==> config.mk <==
export PLATFORM = sky130hd
export DESIGN_NAME = mem_arbiter
export DESIGN_NICKNAME = d
export VERILOG_FILES = /design/src/rtl/mem_arbiter_pkg.sv /design/src/rtl/mem_arbiter_byte_engine.sv /design/src/rtl/mem_arbiter.sv
export SDC_FILE = /design/constraint.sdc
export NUM_CORES = 1
export LEC_CHECK = 0
export ABC_AREA = 1
export BUFFER_PORTS_ARGS = -buffer_cell sky130_fd_sc_hd__buf_2
export CORE_ASPECT_RATIO = 2
export CORE_MARGIN = 2
export CORE_UTILIZATION = 30
export DETAILED_ROUTE_END_ITERATION = 8
export GPL_TIMING_DRIVEN = 0
export SLEW_MARGIN = 20
export SYNTH_ARGS = -nofsm -noshare
export SYNTH_HDL_FRONTEND = slang
export SYNTH_SLANG_ARGS = --single-unit
==> constraint.sdc <==
create_clock -name clock -period 6.2 [get_ports clock]
set_input_delay 1.24 -clock clock [delete_from_list [all_inputs] [get_ports clock]]
set_output_delay 1.24 -clock clock [all_outputs]
set_load 0.03 [all_outputs]
==> src/rtl/mem_arbiter_pkg.sv <==
// rtl/mem_arbiter_pkg.sv - shared types and helpers for the byte-serial memory arbiter
package mem_arbiter_pkg;

    typedef enum logic [2:0] {
        ST_IDLE    = 3'd0,
        ST_RD      = 3'd1,
        ST_RD_LAST = 3'd2,
        ST_WR      = 3'd3,
        ST_DONE    = 3'd4
    } arb_state_t;

    typedef enum logic {
        SRC_IC = 1'b0,
        SRC_DC = 1'b1
    } src_t;

    localparam logic [2:0] IC_LEN = 3'd4;

    // Anything that is not a byte or halfword access is a full word.
    function automatic logic [2:0] norm_len(input logic [2:0] len);
        case (len)
            3'd1:    return 3'd1;
            3'd2:    return 3'd2;
            default: return 3'd4;
        endcase
    endfunction

endpackage

==> src/rtl/mem_arbiter_byte_engine.sv <==
// rtl/mem_arbiter_byte_engine.sv - splits one granted access into per-byte RAM cycles and reassembles reads
module mem_byte_engine
    import mem_arbiter_pkg::*;
#(
    parameter int ADDR_W = 32,
    parameter int DATA_W = 32,
    parameter int IO_BIT = 17
) (
    input  logic              clock,
    input  logic              reset,
    input  logic              io_buffer_full,
    input  logic              start,
    input  logic              start_write,
    input  logic [ADDR_W-1:0] start_addr,
    input  logic [2:0]        start_len,
    input  logic              start_signed,
    input  logic [DATA_W-1:0] start_data,
    output logic              idle,
    output logic              done,
    output logic [DATA_W-1:0] result,
    input  logic [7:0]        mem_din,
    output logic [7:0]        mem_dout,
    output logic [ADDR_W-1:0] mem_a,
    output logic              mem_wr
);

    arb_state_t        state, state_nx;
    logic [2:0]        len_q;
    logic [2:0]        k;
    logic              sgn_q;
    logic              io_q;
    logic [31:0]       wdata_q;
    logic [31:0]       rd_buf;
    logic              stall;
    logic              last_byte;
    logic [1:0]        cap_idx;
    logic [1:0]        nxt_idx;
    logic [1:0]        last_idx;
    logic [31:0]       cur;
    logic [DATA_W-1:0] ext;

    assign stall     = (state == ST_WR) && io_q && io_buffer_full;
    assign last_byte = (k == len_q - 3'd1);
    assign mem_wr    = (state == ST_WR) && !stall;
    assign idle      = (state == ST_IDLE);
    assign done      = (state == ST_DONE);
    // mem_din lags mem_a by one cycle, so the byte arriving now belongs to k-1.
    assign cap_idx   = k[1:0] - 2'd1;
    assign nxt_idx   = k[1:0] + 2'd1;
    assign last_idx  = len_q[1:0] - 2'd1;

    always_ff @(posedge clock or posedge reset) begin
        if (reset) state <= ST_IDLE;
        else       state <= state_nx;
    end

    always_comb begin
        state_nx = state;
        case (state)
            ST_IDLE:    if (start) state_nx = start_write ? ST_WR : ST_RD;
            ST_RD:      if (last_byte) state_nx = ST_RD_LAST;
            ST_RD_LAST: state_nx = ST_DONE;
            ST_WR:      if (!stall && last_byte) state_nx = ST_DONE;
            ST_DONE:    state_nx = ST_IDLE;
            default:    state_nx = ST_IDLE;
        endcase
    end

    // Final read byte is merged straight from mem_din so the result is ready one cycle earlier.
    always_comb begin
        cur = rd_buf;
        cur[{last_idx, 3'b000} +: 8] = mem_din;
        ext = '0;
        case (len_q)
            3'd1: begin
                ext       = {DATA_W{sgn_q & cur[7]}};
                ext[7:0]  = cur[7:0];
            end
            3'd2: begin
                ext       = {DATA_W{sgn_q & cur[15]}};
                ext[15:0] = cur[15:0];
            end
            default: ext[31:0] = cur;
        endcase
    end

    always_ff @(posedge clock or posedge reset) begin
        if (reset) begin
            len_q    <= 3'd0;
            k        <= 3'd0;
            sgn_q    <= 1'b0;
            io_q     <= 1'b0;
            wdata_q  <= 32'd0;
            rd_buf   <= 32'd0;
            result   <= '0;
            mem_a    <= '0;
            mem_dout <= 8'd0;
        end else begin
            case (state)
                ST_IDLE: if (start) begin
                    len_q   <= start_len;
                    k       <= 3'd0;
                    sgn_q   <= start_signed;
                    io_q    <= start_addr[IO_BIT];
                    wdata_q <= start_data[31:0];
                    rd_buf  <= 32'd0;
                    result  <= '0;
                    mem_a   <= start_addr;
                    if (start_write) mem_dout <= start_data[7:0];
                end
                ST_RD: begin
                    if (k != 3'd0) rd_buf[{cap_idx, 3'b000} +: 8] <= mem_din;
                    k <= k + 3'd1;
                    if (!last_byte) mem_a <= mem_a + 1'b1;
                end
                ST_RD_LAST: result <= ext;
                ST_WR: if (!stall) begin
                    k <= k + 3'd1;
                    if (!last_byte) begin
                        mem_a    <= mem_a + 1'b1;
                        mem_dout <= wdata_q[{nxt_idx, 3'b000} +: 8];
                    end
                end
                default: ;
            endcase
        end
    end

endmodule

==> src/rtl/mem_arbiter.sv <==
// rtl/mem_arbiter.sv - shares the byte-wide RAM/IO port between I-cache and D-cache (MEM_ARB_RR_EN: round-robin on collisions)
module mem_arbiter
    import mem_arbiter_pkg::*;
#(
    parameter int ADDR_W = 32,
    parameter int DATA_W = 32,
    parameter int IO_BIT = 17
) (
    input  logic              clock,
    input  logic              reset,
    input  logic              io_buffer_full,
    input  logic              ic_read,
    input  logic [ADDR_W-1:0] ic_addr,
    output logic              ic_busy,
    output logic              ic_ready,
    output logic [DATA_W-1:0] ic_data,
    input  logic              dc_read,
    input  logic              dc_write,
    input  logic [2:0]        dc_length,
    input  logic              dc_signed,
    input  logic [ADDR_W-1:0] dc_addr,
    input  logic [DATA_W-1:0] dc_data_i,
    output logic              dc_busy,
    output logic              dc_ready,
    output logic [DATA_W-1:0] dc_data_o,
    input  logic [7:0]        mem_din,
    output logic [7:0]        mem_dout,
    output logic [ADDR_W-1:0] mem_a,
    output logic              mem_wr
);

    logic              dc_req;
    logic              grant_dc;
    logic              start;
    logic              eng_idle;
    logic              eng_done;
    logic [DATA_W-1:0] eng_result;
    src_t              grant_src;

    assign dc_req = dc_read | dc_write;
    assign start  = eng_idle && (ic_read || dc_req);

`ifdef MEM_ARB_RR_EN
    src_t last_grant;

    assign grant_dc = dc_req && (!ic_read || (last_grant == SRC_IC));

    always_ff @(posedge clock or posedge reset) begin
        if (reset)      last_grant <= SRC_IC;
        else if (start) last_grant <= grant_dc ? SRC_DC : SRC_IC;
    end
`else
    assign grant_dc = dc_req;
`endif

    always_ff @(posedge clock or posedge reset) begin
        if (reset)      grant_src <= SRC_IC;
        else if (start) grant_src <= grant_dc ? SRC_DC : SRC_IC;
    end

    mem_byte_engine #(
        .ADDR_W (ADDR_W),
        .DATA_W (DATA_W),
        .IO_BIT (IO_BIT)
    ) u_engine (
        .clock          (clock),
        .reset          (reset),
        .io_buffer_full (io_buffer_full),
        .start          (start),
        .start_write    (grant_dc && dc_write),
        .start_addr     (grant_dc ? dc_addr : ic_addr),
        .start_len      (grant_dc ? norm_len(dc_length) : IC_LEN),
        .start_signed   (grant_dc && dc_signed),
        .start_data     (dc_data_i),
        .idle           (eng_idle),
        .done           (eng_done),
        .result         (eng_result),
        .mem_din        (mem_din),
        .mem_dout       (mem_dout),
        .mem_a          (mem_a),
        .mem_wr         (mem_wr)
    );

    // Both ports see the same busy so neither cache issues while the other is served.
    assign ic_busy   = ~eng_idle;
    assign dc_busy   = ~eng_idle;
    assign ic_ready  = eng_done && (grant_src == SRC_IC);
    assign dc_ready  = eng_done && (grant_src == SRC_DC);
    assign ic_data   = ic_ready ? eng_result : '0;
    assign dc_data_o = dc_ready ? eng_result : '0;

endmodule
After elaboration in Yosys (flattened, before gate mapping)
Index checks and enable logic that the tools add are counted.
Cells by class
  reduce and logical (&&, ||, !) cells: 23
  eq/ne operators: 16
  mux-type cells: 30
  shifts and indexed selects: 5
  bitwise operators: 5
  add/subtract/negate cells: 8
Operators by type and width (count)
  $mux W32: 8
  $pmux W32 S2: 3
  $pmux W32 S3: 1
  $bwmux W32: 2
  $shift A8 B7 Y32 const A: 2
  $shiftx A8 B7 Y32: 2
  $add A32 B1 Y32 const B: 1
  $mux W8: 4
  $shiftx A32 B6 Y8: 1
  $mux W3: 6
  $pmux W8 S2: 1
  $neg A5 Y7: 2
  $eq A3 B2 Y1 const B: 4
  $pmux W3 S4: 1
  $eq A3 B1 Y1 const B: 3
  $logic_and A1 B1 Y1: 9
  $pmux W3 S3: 1
  $reduce_and A3 Y1: 3
  $ne A2 B2 Y1 const B: 4
  $ne A2 B1 Y1 const B: 3
  $pmux W3 S2: 1
  $reduce_bool A2 Y1: 3
  $reduce_bool A3 Y1: 2
  $reduce_and A5 Y1: 1
  other kinds (15): 19
Word-level totals
  register bits after elaboration: 148
  input port bits: 114
  logic and storage cells: 98

Depth between registers and ports, before layout
  depth in word-level cells: 7
  mapped depth: 15
  gate-level depth less buffers: 14

Hierarchy
Synthesis repeated with hierarchy kept, for this count alone.
Second synthesis, totals
  cell total of the unflattened synthesis: 1423
  area total of the unflattened synthesis: 9464.1 um^2
Modules (own cells, without submodules)
  mem_byte_engine: times used 1, area each 8505.7 um^2, cells an instance 1191, sequential area each 3678.5 um^2
  mem_arbiter: times used 1, area each 958.4 um^2, cells an instance 232, sequential area each 25.0 um^2

Worst setup path before layout
OpenSTA, ideal clock, no wires.
  kind: reg2out
  start point: reg u_engine.state[0]
  end point: out dc_data_o[10]
  arrival: 1849 ps
  slack: 3111 ps
  stages on the path, launching flop included: 7
  path through: dfrtp_1 -> inv_2 -> nand3_1 -> nor2_1 -> inv_1 -> clkbuf_1 -> nor2_1
Between the ends
  cells in the longest elaborated chain, start to end: 3
Ends and longest elaborated chain
  start, declared: RTL line mem_arbiter_byte_engine.sv:27  | arb_state_t state, state_nx;
  start signal, assigned: RTL line mem_arbiter_byte_engine.sv:54  | else state <= state_nx;
  $eq A3 B3 Y1: RTL line mem_arbiter_byte_engine.sv:46  | assign done = (state == ST_DONE);
  $logic_and A1 B1 Y1: RTL line mem_arbiter.sv:88  | assign dc_ready = eng_done && (grant_src == SRC_DC);
  named net dc_ready: RTL line mem_arbiter.sv:24  | output logic dc_ready,
  $mux W32: RTL line mem_arbiter.sv:90  | assign dc_data_o = dc_ready ? eng_result : '0;
  end, declared: RTL line mem_arbiter.sv:25  | output logic [DATA_W-1:0] dc_data_o,
The timed path passes the listed nets, and every way through them passes these cells.

Worst setup path in the final report
  start point: reg u_engine.state[0]
  end point: out ic_data[23]
Between the ends
  cells in the longest elaborated chain, start to end: 3
Ends and longest elaborated chain
  $eq A3 B3 Y1: RTL line mem_arbiter_byte_engine.sv:46
  $logic_and A1 B1 Y1: RTL line mem_arbiter.sv:87  | assign ic_ready = eng_done && (grant_src == SRC_IC);
  $mux W32: RTL line mem_arbiter.sv:89  | assign ic_data = ic_ready ? eng_result : '0;
  end, declared: RTL line mem_arbiter.sv:16  | output logic [DATA_W-1:0] ic_data,
Every way passes these cells.

==> impl_metrics.ini <==
[cts]
cts_made_buffers = 17
clockRootBuffer = clkbuf_16
h-tree-depth = 4
clockBufferDepth = 2
ctsResizeCount = 0
clk_pin_slew_ns = 0.07
cts_setup_buffers = 0
tritoncts = done
hold_buffers = 0
clock_sinks = 148
clock_latency_ns = 0.45

[layout]
layout.nets = 1669
drive_gt1_share_pct = 19.9
syn_to_final_growth_pct = 24.8
n_fill_cell = 3201
final_util_pct = 37.8
diodes = 0

[timing]
rsz0062_at_grt = no
hold_viol = 0
tightest_slew_ns = 0.782
setup_tns_ns = 0
setup_violations = 0
finalMaxSlewViolations = 0
clock_skew_ns = 0.0104
max_slew_margin_pct = 47.9
fin_crit_ns = 3.36
fin_crit_sh_pct = 54.2
fmax_ghz = 0.297

[power]
combPwrFrac_pct = 52.1
p_sw_uw = 2850
power_density_nw_per_um2 = 514
power_frac_clock_pct = 19.0
p_leak_uw = 0.00545
switching_share_pct = 50.1
power_frac_seq_pct = 28.9
vdd_ir_drop_max_mv = 0.278
internal-power_uw = 2840

[grt]
grt_max_degree = 98
overflow = 0
grt.total_usage_pct = 19.1
grt_pass1_vias = 8621
antenna_found_initial = 0
grt_pass1_wl_um = 46500

[floorplanning]
die_area_um2 = 31000
fp.dieH_um = 247
die_x_um = 126
num_rows = 89
coreArea_um2 = 29300
start_util_pct = 30.3
io_pins = 223

[job]
cap_viol_max_count = 0

[yosys]
synth_edf_count = 0
synth.most_common_cell = nand2_1
yosysSeqAreaShare_pct = 41.7
async_reset_ff_share_pct = 100
synth_cell_types = 38
syn_area_um2 = 8870
synth_fp_nets = 1427
yosysWarnings = 0
synth-main-ff-cell = dfrtp_1
synthTopCellsByCount = nand2_1, nor2_1, dfrtp_1
synth.avg_cell_area_um2 = 6.82
ys_top_cells_by_area = dfrtp_1, nand2_1, nor2_1
ys_ff_latch = 148
yosysTopAreaCell = dfrtp_1
synth_top_area_share_pct = 41.7
syn_inst = 1301

[drt]
drt_wl_total_um = 29600
ant_nets = 0
routedWlPerCell_um = 15.4
drtPass1Iterations = 7
drt_iter0_markers = 508
via_per_inst = 4.83
drc = 0
via_count = 9270

[setup_path]
crit_start = u_engine.state[0]$_DFFE_PP0P_
path_class = flip-flop to primary output
cp_data_required_time_ns = 4.96
r2r_start = u_engine.k[0]$_DFFE_PP0P_
critPathCaptureType = primary output
arrival_ns = 2.12
crit_fanout = 10
rrSetupSlack_ns = 3.28
start_kind = flip-flop

[placement]
port_buffers = 222
dpl.hpwl_um = 22800
gp_congestion = 0.889

[hold_path]
hp-start = u_engine.wdata_q[22]$_DFFE_PP0P_
hold_path_class = flip-flop to flip-flop

[run_status]
status = finished clean
-- logic make-up after synthesis --
kind of cell | Yosys count | synth area share, %
simple gates | 691 | 31.3
compound gates | 260 | 16.1
buf+inv | 180 | 8.12
flops | 148 | 41.7
fa+ha+maj | 12 | 1.69
xor+xnor | 7 | 0.691
mux | 3 | 0.353
-- state kept, by name, indices dropped and copies added, names as in the netlist --
signal             count
u_engine.sgn_q         1
u_engine.wdata_q      32
u_engine.mem_dout      8
u_engine.mem_a        32
u_engine.k             3
u_engine.len_q         3
grant_src              1
u_engine.io_q          1
u_engine.rd_buf       32
u_engine.result       32
u_engine.state         3
-- final timing paths --
path / to / cells after the start
hold reg to reg: u_engine.wdata_q[22]$_DFFE_PP0P_ / 2
hold / removal: u_engine.wdata_q[22]$_DFFE_PP0P_ / 2
max in group asynchronous: u_engine.wdata_q[10]$_DFFE_PP0P_ / 3
setup reg to reg: u_engine.mem_dout[1]$_DFFE_PP0P_ / 10
setup / recovery: ic_data[23] / 7
min in group asynchronous: u_engine.mem_a[29]$_DFFE_PP0P_ / 2
-- power by group through the flow --
stage | clock network [uW] | logic [uW] | registers (uW)
floorplan | 0 | 1850 | 1810
global placement | 0 | 2930 | 1650
detailed placement | 0 | 2960 | 1650
CTS | 1110 | 2970 | 1640
global route | 1140 | 3320 | 1690
finish | 1080 | 2960 | 1650
-- cell type report --
type	count	area [um^2]	share of cell area [%]
sequential	148	3700	33.4
clock inverter	14	174	1.57
buffer	61	274	2.47
inverter	119	454	4.10
timing repair buffer	223	1140	10.3
clock buffer	17	425	3.84
multi-input combinational	973	4450	40.2
tap	364	455	4.11
-- worst max-delay path, cell delays in order (launching register included) --
cell and delay [ns]:
dfrtp_1 0.45, inv_2 0.09, nand3_1 0.09, nor2_1 0.24, inv_1 0.21, clkbuf_1 0.25, nor2_1 0.13, buf_2 0.20
-- layout by cell type (no fill, tap or decap), types with 9 or more instances in the layout --
master / Yosys / routed
a21oi_1: 64 / 64
buf_2: 27 / 249
clkbuf_1: 24 / 24
clkbuf_16: 0 / 17
dfrtp_1: 148 / 148
ha_1: 12 / 12
inv_1: 112 / 111
nand2_1: 402 / 402
nand3_1: 57 / 57
nor2_1: 188 / 188
nor3_1: 20 / 20
o211ai_1: 9 / 9
o21ai_0: 131 / 131
o21ai_1: 22 / 22
o22ai_1: 10 / 10
-- per-layer routing --
layer	vias to the layer above	global-route usage, %	share of wire, %
met2	328	32.2	48
met1	4222	24.1	44
met5	-	0	0
met3	57	3.50	5.2
met4	0	7.25	2.6
li1	4663	-	-
-- metrics by stage --
stage / area (um^2) / hold WS [ns] / instances / setup slack [ns] / power [uW]
after floorplan: 8870 / 0.444 / 1301 / 0.980 / 3660
after global placement: 10400 / 0.458 / 1887 / -0.997 / 4580
after detailed placement: 10500 / 0.461 / 1888 / 2.87 / 4610
after CTS: 11100 / 0.480 / 1919 / 2.77 / 5710
after global routing: 11100 / 0.495 / 1919 / 2.60 / 6150
final: 11100 / 0.475 / 1919 / 2.84 / 5690
(Power assumes the default switching activity.)
